### src/rtl/zx_pager.sv
// Z80 memory pager: 48K/128K/+3/extended-RAM banking via 7FFD/1FFD/DFFD.
// DivMMC overlay (E3 port, automap FSM) is built only with ZX_PAGER_DIVMMC_EN defined.
module zx_pager #(
  parameter int RAM_PAGE_BITS = 3,
  parameter int DIV_PAGE_BITS = 4
) (
  input  logic                      clock,
  input  logic                      reset,
  input  logic                      ce,
  input  logic [1:0]                model,
  input  logic                      nomap,
  input  logic                      iorq,
  input  logic                      mreq,
  input  logic                      wr,
  input  logic                      rd,
  input  logic                      m1,
  input  logic [15:0]               a,
  input  logic [7:0]                d,
  output logic [RAM_PAGE_BITS+14:0] memA,
  output logic                      memWe,
  output logic [15:0]               romA,
  output logic [1:0]                sel,
  output logic                      vduPage,
  output logic                      cn,
  output logic                      mapped
);

  localparam int AW = RAM_PAGE_BITS + 15;
  localparam int RB = RAM_PAGE_BITS;

  typedef logic [RB-1:0]            bank_t;
  typedef logic [DIV_PAGE_BITS-1:0] page_t;

  logic [7:0] p7ffd;
  logic [2:0] p1ffd;
  bank_t      bank;
  bank_t      slot_bank;
  logic [2:0] sp_bank;
  logic [1:0] slot;
  logic [1:0] rom_page;
  logic       plus3, special, main_ram, ram_target;
  logic       wr_io, port_en, dec7ffd, dec1ffd;
  logic       map, mapram;
  page_t      div_page;
  logic       unused_ok;

  assign slot    = a[15:14];
  assign plus3   = model[1];
  assign special = plus3 && p1ffd[0];
  assign wr_io   = ce && !iorq && !wr;
  assign port_en = wr_io && !p7ffd[5] && (model != 2'd0);
  assign dec7ffd = !a[1] && (plus3 ? (a[15:14] == 2'b01) : !a[15]);
  assign dec1ffd = plus3 && !a[1] && (a[15:12] == 4'b0001);

  always_ff @(posedge clock or posedge reset) begin
    if (reset) begin
      p7ffd <= '0;
      p1ffd <= '0;
    end else if (port_en) begin
      if (dec7ffd) p7ffd <= d;
      if (dec1ffd) p1ffd <= d[2:0];
    end
  end

  generate
    if (RB > 3) begin : g_dffd
      logic [RB-4:0] pdffd;
      always_ff @(posedge clock or posedge reset) begin
        if (reset)
          pdffd <= '0;
        else if (port_en && !a[1] && (a[15:12] == 4'b1101))
          pdffd <= d[RB-4:0];
      end
      assign bank = {pdffd, p7ffd[2:0]};
    end else begin : g_nodffd
      assign bank = p7ffd[2:0];
    end
  endgenerate

  always_comb begin
    case (model)
      2'd0:    rom_page = 2'b11;
      2'd1:    rom_page = {1'b1, p7ffd[4]};
      default: rom_page = {p1ffd[2], p7ffd[4]};
    endcase
  end

  // +3 all-RAM layouts: 0123 / 4567 / 4563 / 4763
  always_comb begin
    sp_bank = 3'd0;
    case (p1ffd[2:1])
      2'd0:    sp_bank = {1'b0, slot};
      2'd1:    sp_bank = {1'b1, slot};
      2'd2:    sp_bank = (slot == 2'd3) ? 3'd3 : {1'b1, slot};
      default: begin
        case (slot)
          2'd0:    sp_bank = 3'd4;
          2'd1:    sp_bank = 3'd7;
          2'd2:    sp_bank = 3'd6;
          default: sp_bank = 3'd3;
        endcase
      end
    endcase
  end

  always_comb begin
    slot_bank = '0;
    if (special)
      slot_bank = bank_t'(sp_bank);
    else begin
      case (slot)
        2'd1:    slot_bank = bank_t'(3'd5);
        2'd2:    slot_bank = bank_t'(3'd2);
        2'd3:    slot_bank = bank;
        default: slot_bank = '0;
      endcase
    end
  end

  assign main_ram = special || (slot != 2'd0);

`ifdef ZX_PAGER_DIVMMC_EN
  typedef enum logic [1:0] {AM_OFF, AM_PEND_ON, AM_ON, AM_PEND_OFF} am_t;

  am_t        am_state, am_next;
  logic [7:0] divE3;
  logic       fetch, hit_entry, hit_exit, hit_3d;

  assign fetch     = !mreq && !m1 && (rom_page == 2'b11);
  assign hit_entry = (a == 16'h0000) || (a == 16'h0008) || (a == 16'h0038) ||
                     (a == 16'h0066) || (a == 16'h04C6) || (a == 16'h0562);
  assign hit_exit  = (a[15:3] == 13'h03FF);
  assign hit_3d    = (a[15:8] == 8'h3D);

  always_ff @(posedge clock or posedge reset) begin
    if (reset) begin
      am_state <= AM_OFF;
      divE3    <= '0;
    end else begin
      am_state <= am_next;
      if (wr_io && (a[7:0] == 8'hE3))
        divE3 <= {d[7], d[6] | divE3[6], d[5:0]};
    end
  end

  always_comb begin
    am_next = am_state;
    if (ce && fetch) begin
      if (hit_3d)
        am_next = AM_ON;
      else if (hit_entry) begin
        case (am_state)
          AM_OFF:      am_next = AM_PEND_ON;
          AM_PEND_OFF: am_next = AM_ON;
          default:     ;
        endcase
      end else if (hit_exit) begin
        case (am_state)
          AM_ON:      am_next = AM_PEND_OFF;
          AM_PEND_ON: am_next = AM_OFF;
          default:    ;
        endcase
      end
    end else if (ce && m1) begin
      case (am_state)
        AM_PEND_ON:  am_next = AM_ON;
        AM_PEND_OFF: am_next = AM_OFF;
        default:     ;
      endcase
    end
  end

  // A 3Dxx fetch maps itself, ahead of the registered state.
  assign map = !special &&
               (divE3[7] || (!nomap && ((am_state == AM_ON) || (am_state == AM_PEND_OFF) ||
                                        (fetch && hit_3d))));
  assign mapram    = divE3[6];
  assign div_page  = divE3[DIV_PAGE_BITS-1:0];
  assign unused_ok = ^{rd, p7ffd[7:6], divE3};
`else
  assign map       = 1'b0;
  assign mapram    = 1'b0;
  assign div_page  = '0;
  assign unused_ok = ^{rd, p7ffd[7:6], m1, nomap};
`endif

  function automatic logic [AW-1:0] div_addr(input page_t pg, input logic [12:0] off);
    logic [AW-1:0] r;
    r                     = '0;
    r[AW-1]               = 1'b1;
    r[13 +: DIV_PAGE_BITS] = pg;
    r[12:0]               = off;
    return r;
  endfunction

  always_comb begin
    memA       = {1'b0, slot_bank, a[13:0]};
    sel        = 2'd1;
    ram_target = 1'b0;
    if (map && (slot == 2'd0)) begin
      if (!a[13]) begin
        if (mapram) begin
          memA = div_addr(page_t'(3), a[12:0]);
          sel  = 2'd0;
        end else begin
          sel = 2'd2;
        end
      end else begin
        memA       = div_addr(div_page, a[12:0]);
        sel        = 2'd0;
        ram_target = !(mapram && (div_page == page_t'(3)));
      end
    end else if (main_ram) begin
      sel        = 2'd0;
      ram_target = 1'b1;
    end
    memWe = !(!mreq && !wr && ram_target);
  end

  always_comb begin
    case (model)
      2'd0:    cn = (slot == 2'd1);
      2'd1:    cn = (slot == 2'd1) || ((slot == 2'd3) && bank[0]);
      default: cn = main_ram && ((slot_bank >> 2) == bank_t'(1));
    endcase
  end

  assign romA    = {rom_page, a[13:0]};
  assign vduPage = p7ffd[3];
  assign mapped  = map;

endmodule
### config.mk
export PLATFORM = sky130hd
export DESIGN_NAME = zx_pager
export DESIGN_NICKNAME = d
export VERILOG_FILES = /design/src/rtl/zx_pager.sv
export SDC_FILE = /design/constraint.sdc
export NUM_CORES = 1
export LEC_CHECK = 0
export CORE_MARGIN = 2
export CORE_UTILIZATION = 33
export CTS_BUF_LIST = sky130_fd_sc_hd__clkbuf_4 sky130_fd_sc_hd__clkbuf_8
export DETAILED_ROUTE_END_ITERATION = 7
export HOLD_SLACK_MARGIN = 0.03
export PLACE_DENSITY = 0.86
export SYNTH_ARGS = -nofsm -noshare
export SYNTH_HDL_FRONTEND = slang
export SYNTH_SLANG_ARGS = --single-unit
### constraint.sdc
create_clock -name clock -period 2.3 [get_ports clock]
set_input_delay 0.46 -clock clock [delete_from_list [all_inputs] [get_ports clock]]
set_output_delay 0.46 -clock clock [all_outputs]
set_load 0.01 [all_outputs]
**Word-level counts from Yosys, hierarchy flattened**

Cells that the tools add are included.

- Logic and storage cells: 47
- Output and inout bits: 40
- Bits of input ports: 35
- Flip-flop bits (word level): 9

- Muxes and demuxes: 10
- Reductions and logical operators: 28
- Equal/unequal tests: 7

Operators by type and width:

| kind | count |
|---|---|
| $pmux 3 s3 | 3 |
| $logic_and 1x1->1 | 12 |
| $logic_not 1->1 | 7 |
| $eq 2x1->1 const B | 3 |
| $eq 2x2->1 const B | 3 |
| $logic_not 2->1 | 3 |
| $mux 3 | 2 |
| $eq 4x1->1 const B | 1 |
| $pmux 2 s2 | 1 |
| $reduce_and 2->1 | 2 |
| $reduce_bool 2->1 | 2 |
| $mux 1 | 3 |
| $logic_or 1x1->1 | 2 |
| $pmux 1 s2 | 1 |

**Longest topological paths before layout**

Gate-level depths: netlist of the first run.

- Depth in word-level cells: 6
- Mapped depth: 4
- Depth with buffers taken out: 3

**Least setup slack after synthesis of the first run**

No wires, ideal clock.

- Path type: input -> output
- From: in model[1]
- To: out memWe
- Path buffers: 1
- Path slack: 0.570 ns
- Stages on the path: 4
- Required time: 1.840 ns
- Arrival time: 1.270 ns
- Cells stage by stage: buf_4 and2_1 nor3_1 or3_2

- Longest elaborated chain between the ends: 5

RTL lines:

| item | line | text |
|---|---|---|
| from (decl) | 10 | `input logic [1:0] model,` |
| $logic_and 1x1->1 | 49 | `assign special = plus3 && p1ffd[0];` |
| $logic_or 1x1->1 | 120 | `assign main_ram = special \|\| (slot != 2'd0);` |
| $mux 1 | 213 | `end else if (main_ram) begin` |
| $logic_and 1x1->1 | 217 | `memWe = !(!mreq && !wr && ram_target);` |
| $logic_not 1->1 | 217 |  |
| to (decl) | 20 | `output logic memWe,` |

No other way between the ends.

**Worst setup path in the final report of the first run**

Same ends and word-level chain as after synthesis.

==> results.cfg, run 1 <==
[sta]
worst_clock_skew_ns = 0.000551
rsz0062_at_grt = false
fin_crit_sh_pct = 96.6
slew_violations = 0
hold_viol = 0
fin_ws_ns = 0.0792
finalSetupViolCount = 0
fin_crit_ns = 2.22
fmax_mhz = 450

[worst_setup_path]
path_cells = clkdlybuf4s50_1, and2_1, nor3_1, or3_2, buf_2
cp_top_family = buffers and inverters
cp.arrival_ns = 1.76
cp.required_ns = 1.84
path_buf_inv = 2
reg2reg_depth = 3
crit_path_max_incr_delay_ns = 0.50
r2r_start = p7ffd[5]
r2r-end = p7ffd[2]
path_class = input pin to output port
ff2ff_setup_slack_ns = 0.88
crit_fanout = 3
cp_slowest_cell = clkdlybuf4s50_1
crit_path_end_kind = output port
startpoint = model[1]
worstSetupStartpointType = input pin

[die]
core_area_sq_um = 2230
die_h_microns = 52.9
io_pins = 75
die_w_microns = 52.9
initial_core_util_pct = 35.4
rows = 17
dieArea_sq_um = 2800

[grt]
grt_pass1_wl_microns = 2660
antenna_found_initial = 0
grt_max_degree = 10
grt_pass1_vias = 572
grt-ovfl-total = 0
grt_usage_pct = 12.8

[route]
post_drt_wl_per_cell_microns = 13.6
drtIter0Drc = 5
first_pass_iters = 4
routed_via_density = 4.80
antenna_left = 0
vias = 591
wirelength_microns = 1670
drcViolationCount = 0

[cts]
cts_tree = built
hold_buffers = 0
htreeDepth = 1
cts_buffers = 3
post-cts-setup-buffer-count = 0
cts_sinks = 9
clkTransAtPathRegs_ns = 0.06
clockBufferDepth = 2
cts_root_buf = clkbuf_4
clk_latency_ns = 0.25

[power]
power_density_nw_per_um2 = 492
total_power_w = 0.000489
leakage_nw = 0.458
p_comb_share_pct = 32.7
internal-power_w = 0.000361
clockPowerShare_pct = 26.1
seq_power_share_pct = 41.3
p_switching_w = 0.000128
swShare_pct = 26.2
vdd_drop_max_v = 0.000295

[finish]
syn_to_final_growth_pct = 25.8
stdcell_count = 123
num_antenna_cells = 0
layout_common_cells = 26 x clkdlybuf4s50_1, 9 x dfrtp_1, 8 x mux2_2
layout_commonest_cell = clkdlybuf4s50_1
fill_cells = 216
drive_gt1_share_pct = 28.4
post-route-util_pct = 44.5
fin_nets = 131

[logic_synthesis]
synth.avg_cell_area_sq_um = 9.75
yosys.area_share.xor_xnor_pct = 0
syn_area_sq_um = 790
synthMuxAreaShare_pct = 11.4
ys_ff_latch = 9
synth_cell_types = 27
synthSimpleGateAreaFrac_pct = 10.9
synth_compound_area_share_pct = 14.4
synthAdderAreaFrac_pct = 0
yosysWarningCount = 0
ys_seq_area_share_pct = 28.5
synth_top_family_by_area = buffers and inverters
synthCells = 81

[run_status]
status = completed

[worst_hold_path]
min_path_type = input pin to async pin

[placed_design]
dp_hpwl_microns = 1470
gp_congestion = 0.716
io_buffers = 33
place_ws_ns = -0.279
placed_cells = 119

[job]
drv_cap = 0
-- registers in the layout, summed over array words and instances, names as in the netlist --
signal	cells
p1ffd	3
p7ffd	6
-- how the worst max path moves through the flow --
stage                  to  cells after the start
finish              memWe                      5
global route        memWe                      5
CTS                    cn                      6
detailed placement  memWe                      5
global placement    memWe                      5
floorplan           memWe                      4
-- worst register-to-register path, cell delays in order (launching register included) --
cell and delay, ns:
dfrtp_1 0.41, nor4b_4 0.26, o2111ai_2 0.29, mux2_2 0.35
-- layout make-up --
type / instances / area, sq um / share of cell area, %
clock buffer: 4 / 30.0 / 3.02
inverter: 5 / 18.8 / 1.89
multi-input combinational: 36 / 307 / 30.9
timing repair buffer: 41 / 378 / 38.0
tap: 28 / 35.0 / 3.53
sequential: 9 / 225 / 22.7
-- cell usage after synthesis (all sizes together) --
cell,n,area share (%)
nand2,1,0.47
nor2,1,0.47
o31a,1,1.1
nand3,1,0.63
mux2,8,11
nor3,1,0.63
and4bb,1,1.6
a32oi,1,1.1
inv,5,2.4
o2111ai,2,3.0
o211a,1,1.3
a31oi,1,0.79
o31ai,1,0.95
o32ai,1,1.1
o21ai,2,1.3
dfrtp,9,29
o21bai,2,1.9
conb,1,0.47
nand2b,3,2.4
a21oi,1,0.63
buf,33,32
or3,1,0.95
nor4b,1,3.0
a32o,1,1.3
and2,1,0.79
-- cells by family after synthesis --
kind of cell    count (synthesis)
compound gates                 14
buf+inv                        38
flops                           9
mux                             8
other cells                     1
simple gates                   11
-- per-layer routing --
metal | GRT usage (%) | routed length (microns) | vias up | part of all wire (%)
li1 | - | - | 279 | -
met1 | 14.2 | 573 | 267 | 34
met2 | 23.1 | 901 | 34 | 54
met3 | 1.41 | 136 | 11 | 8.1
met4 | 8.12 | 57 | 0 | 3.4
met5 | 0 | 0 | - | 0
-- stage by stage --
step	setup TNS (ns)	hold slack (ns)	instance area, sq um
2_1_floorplan	0	0.288	797
3_3_place_gp	-0.818	0.483	971
3_5_place_dp	-0.960	0.506	971
4_1_cts	0	0.464	992
5_1_grt	0	0.518	993
6_report	0	0.459	993
-- what timing repair did --
action                                  CTS  global route
hold endpoints to repair                  0             0
endpoints found under the setup margin    6             1
resized for setup                        11             4
-- power by group through the flow --
stage,clock (W),combinational (W),sequential [W]
2_1_floorplan,0,0.000119,0.000200
3_3_place_gp,0,0.000162,0.000201
3_5_place_dp,0,0.000166,0.000204
4_1_cts,0.000134,0.000161,0.000201
5_1_grt,0.000140,0.000174,0.000204
6_report,0.000127,0.000160,0.000202
No activity file was read; power rests on OpenSTA's default activity.
==> run 2, diff against run 1 <==
--- a/config.mk
+++ b/config.mk
@@ -5,7 +5,6 @@
 export SDC_FILE = /design/constraint.sdc
 export NUM_CORES = 1
 export LEC_CHECK = 0
-export CORE_MARGIN = 2
 export CORE_UTILIZATION = 33
 export CTS_BUF_LIST = sky130_fd_sc_hd__clkbuf_4 sky130_fd_sc_hd__clkbuf_8
 export DETAILED_ROUTE_END_ITERATION = 7
==> run 2 against run 1 <==
  * Global-route usage shrank 0.19 points
  * Cell area shrank 1.8%
  * Critical path depth shrank 1
  * Clock skew grew 0.0036 ns
  * Register-to-register slack is essentially flat
  * Core utilization shrank 0.78 points
  * Clock-buffer cell count is the same
==> results.cfg, run 2 (synthesis results as in run 1) <==
[run_status]
status = completed

[route]
routed_via_density = 4.88
wirelength_microns = 1510
post_drt_wl_per_cell_microns = 12.5
drcViolationCount = 0
antenna_left = 0
first_pass_iters = 4
vias = 591
drtIter0Drc = 10

[sta]
worst_clock_skew_ns = 0.00417
hold_viol = 0
fin_crit_ns = 2.26
fin_tns_setup_ns = 0
fmax_mhz = 443
rsz0062_at_grt = false
slew_violations = 0
fin_crit_sh_pct = 98.1
finalSetupViolCount = 0

[worst_setup_path]
crit_fanout = 5
r2r_start = p7ffd[5]
cp_slowest_cell = clkdlybuf4s50_1
path_class = input pin to output port
cp.required_ns = 1.84
path_cells = clkdlybuf4s50_1, buf_4, o21bai_1, clkdlybuf4s50_1
crit_path_max_incr_delay_ns = 0.56
crit_path_frequent_cell = clkdlybuf4s50_1
path_buf_inv = 3
worstSetupStartpointType = input pin
crit_path_end_kind = output port
cp.arrival_ns = 1.80
ff2ff_setup_slack_ns = 0.89
cp_top_family = buffers and inverters
reg2reg_depth = 3
r2r-end = p7ffd[1]

[placed_design]
gp_congestion = 0.811
dp_hpwl_microns = 1280
io_buffers = 33
place_area_sq_um = 956

[finish]
num_antenna_cells = 0
fill_cells = 215
drive_gt1_share_pct = 24.7
seq_area_sq_um = 225
syn_to_final_growth_pct = 23.6
fin_nets = 129
largest_register_ffs = 6
reg_top3 = p7ffd x6, p1ffd x3
multi_input_area_sq_um = 302
layout_commonest_cell = clkdlybuf4s50_1
final_area_sq_um = 976
layout_common_cells = 25 x clkdlybuf4s50_1, 9 x dfrtp_1, 8 x mux2_2
top_register = p7ffd

[cts]
clockBufferDepth = 2
clk_latency_ns = 0.27
htreeDepth = 1
cts_buffers = 3
cts_root_buf = clkbuf_4
cts_tree = built
cts_sinks = 9
post-cts-setup-buffer-count = 0
clkTransAtPathRegs_ns = 0.06

[die]
dieArea_sq_um = 2590
rows = 17
io_pins = 75
core_area_sq_um = 2230
die_h_microns = 50.9
initial_core_util_pct = 35.4
die_w_microns = 50.9

[grt]
grt_usage_pct = 12.6
grt_max_degree = 10
grt-ovfl-total = 0
antenna_found_initial = 0
grt_pass1_vias = 613
grt_pass1_wl_microns = 2440

[power]
vdd_drop_max_v = 0.000361
power_density_nw_per_um2 = 503
leakage_nw = 0.461

[worst_hold_path]
min_path_type = input pin to async pin

[job]
drv_cap = 0
## run 2: changes by cell type in the layout (fill, tap and decap cells not counted)
cell	change
buf_6	-1
clkdlybuf4s50_1	-1
buf_2	-1
buf_4	-1
o31ai_1	+1
dlygate4sd1_1	+1
dlymetal6s2s_1	+1
o31ai_2	-1
## run 2: metrics by stage
| stage | power (W) | hold WS, ns | std cells | setup slack [ns] | util [%] |
|---|---|---|---|---|---|
| final | 0.000491 | 0.452 | 121 | 0.0444 | 43.7 |
| after global routing | 0.000522 | 0.486 | 121 | 0.00586 | 43.7 |
| after CTS | 0.000497 | 0.462 | 121 | 0.00742 | 43.8 |
| after detailed placement | 0.000366 | 0.501 | 117 | -0.249 | 42.8 |
| after global placement | 0.000360 | 0.486 | 117 | -0.223 | 42.8 |
| after floorplan | 0.000319 | 0.288 | 83 | 0.570 | - |
## run 2: worst max path at each step
stage          slack [ns]  cells past startpoint        to     start
2_1_floorplan        0.57                      4     memWe  model[1]
3_3_place_gp        -0.22                      4     memWe     a[15]
3_5_place_dp        -0.25                      4     memWe     a[15]
4_1_cts             0.007                      5     memWe  model[1]
5_1_grt             0.006                      6        cn  model[1]
6_report             0.04                      4  romA[14]  model[1]
## run 2: per-layer routing
layer / global-route usage [%] / vias up / part of all wire (%)
li1: - / 269 / -
met1: 11.5 / 272 / 34
met2: 23.9 / 43 / 55
met3: 1.79 / 7 / 8.0
met4: 11.1 / 0 / 3.6
met5: 0 / - / 0
## run 2: layout make-up
| type | count | share of cell area [%] |
|---|---|---|
| clock buffer | 4 | 3.08 |
| inverter | 5 | 1.92 |
| multi-input combinational | 36 | 30.9 |
| sequential | 9 | 23.1 |
| tap | 28 | 3.59 |
| timing repair buffer | 39 | 37.4 |
## run 2: timing repair
item                                    in CTS  in global routing
resized for setup                            8                  4
gates cloned                                 0                  0
endpoints found under the setup margin       6                  3
hold buffers                                 0                  0
## run 2: report_power, final
group	internal (W)	switching (W)	leakage [nW]
registers	0.000184	0.0000174	0.117
clock network	0.0000787	0.0000558	0.0184
logic	0.0000967	0.0000591	0.326
total	0.000359	0.000132	0.461
==> run 3, diff against run 2 <==
--- a/config.mk
+++ b/config.mk
@@ -5,6 +5,7 @@
 export SDC_FILE = /design/constraint.sdc
 export NUM_CORES = 1
 export LEC_CHECK = 0
+export CAP_MARGIN = 10
 export CORE_UTILIZATION = 33
 export CTS_BUF_LIST = sky130_fd_sc_hd__clkbuf_4 sky130_fd_sc_hd__clkbuf_8
 export DETAILED_ROUTE_END_ITERATION = 7
==> results of run 3 <==
Final layout, timing and power as in run 2 (identical DEF).
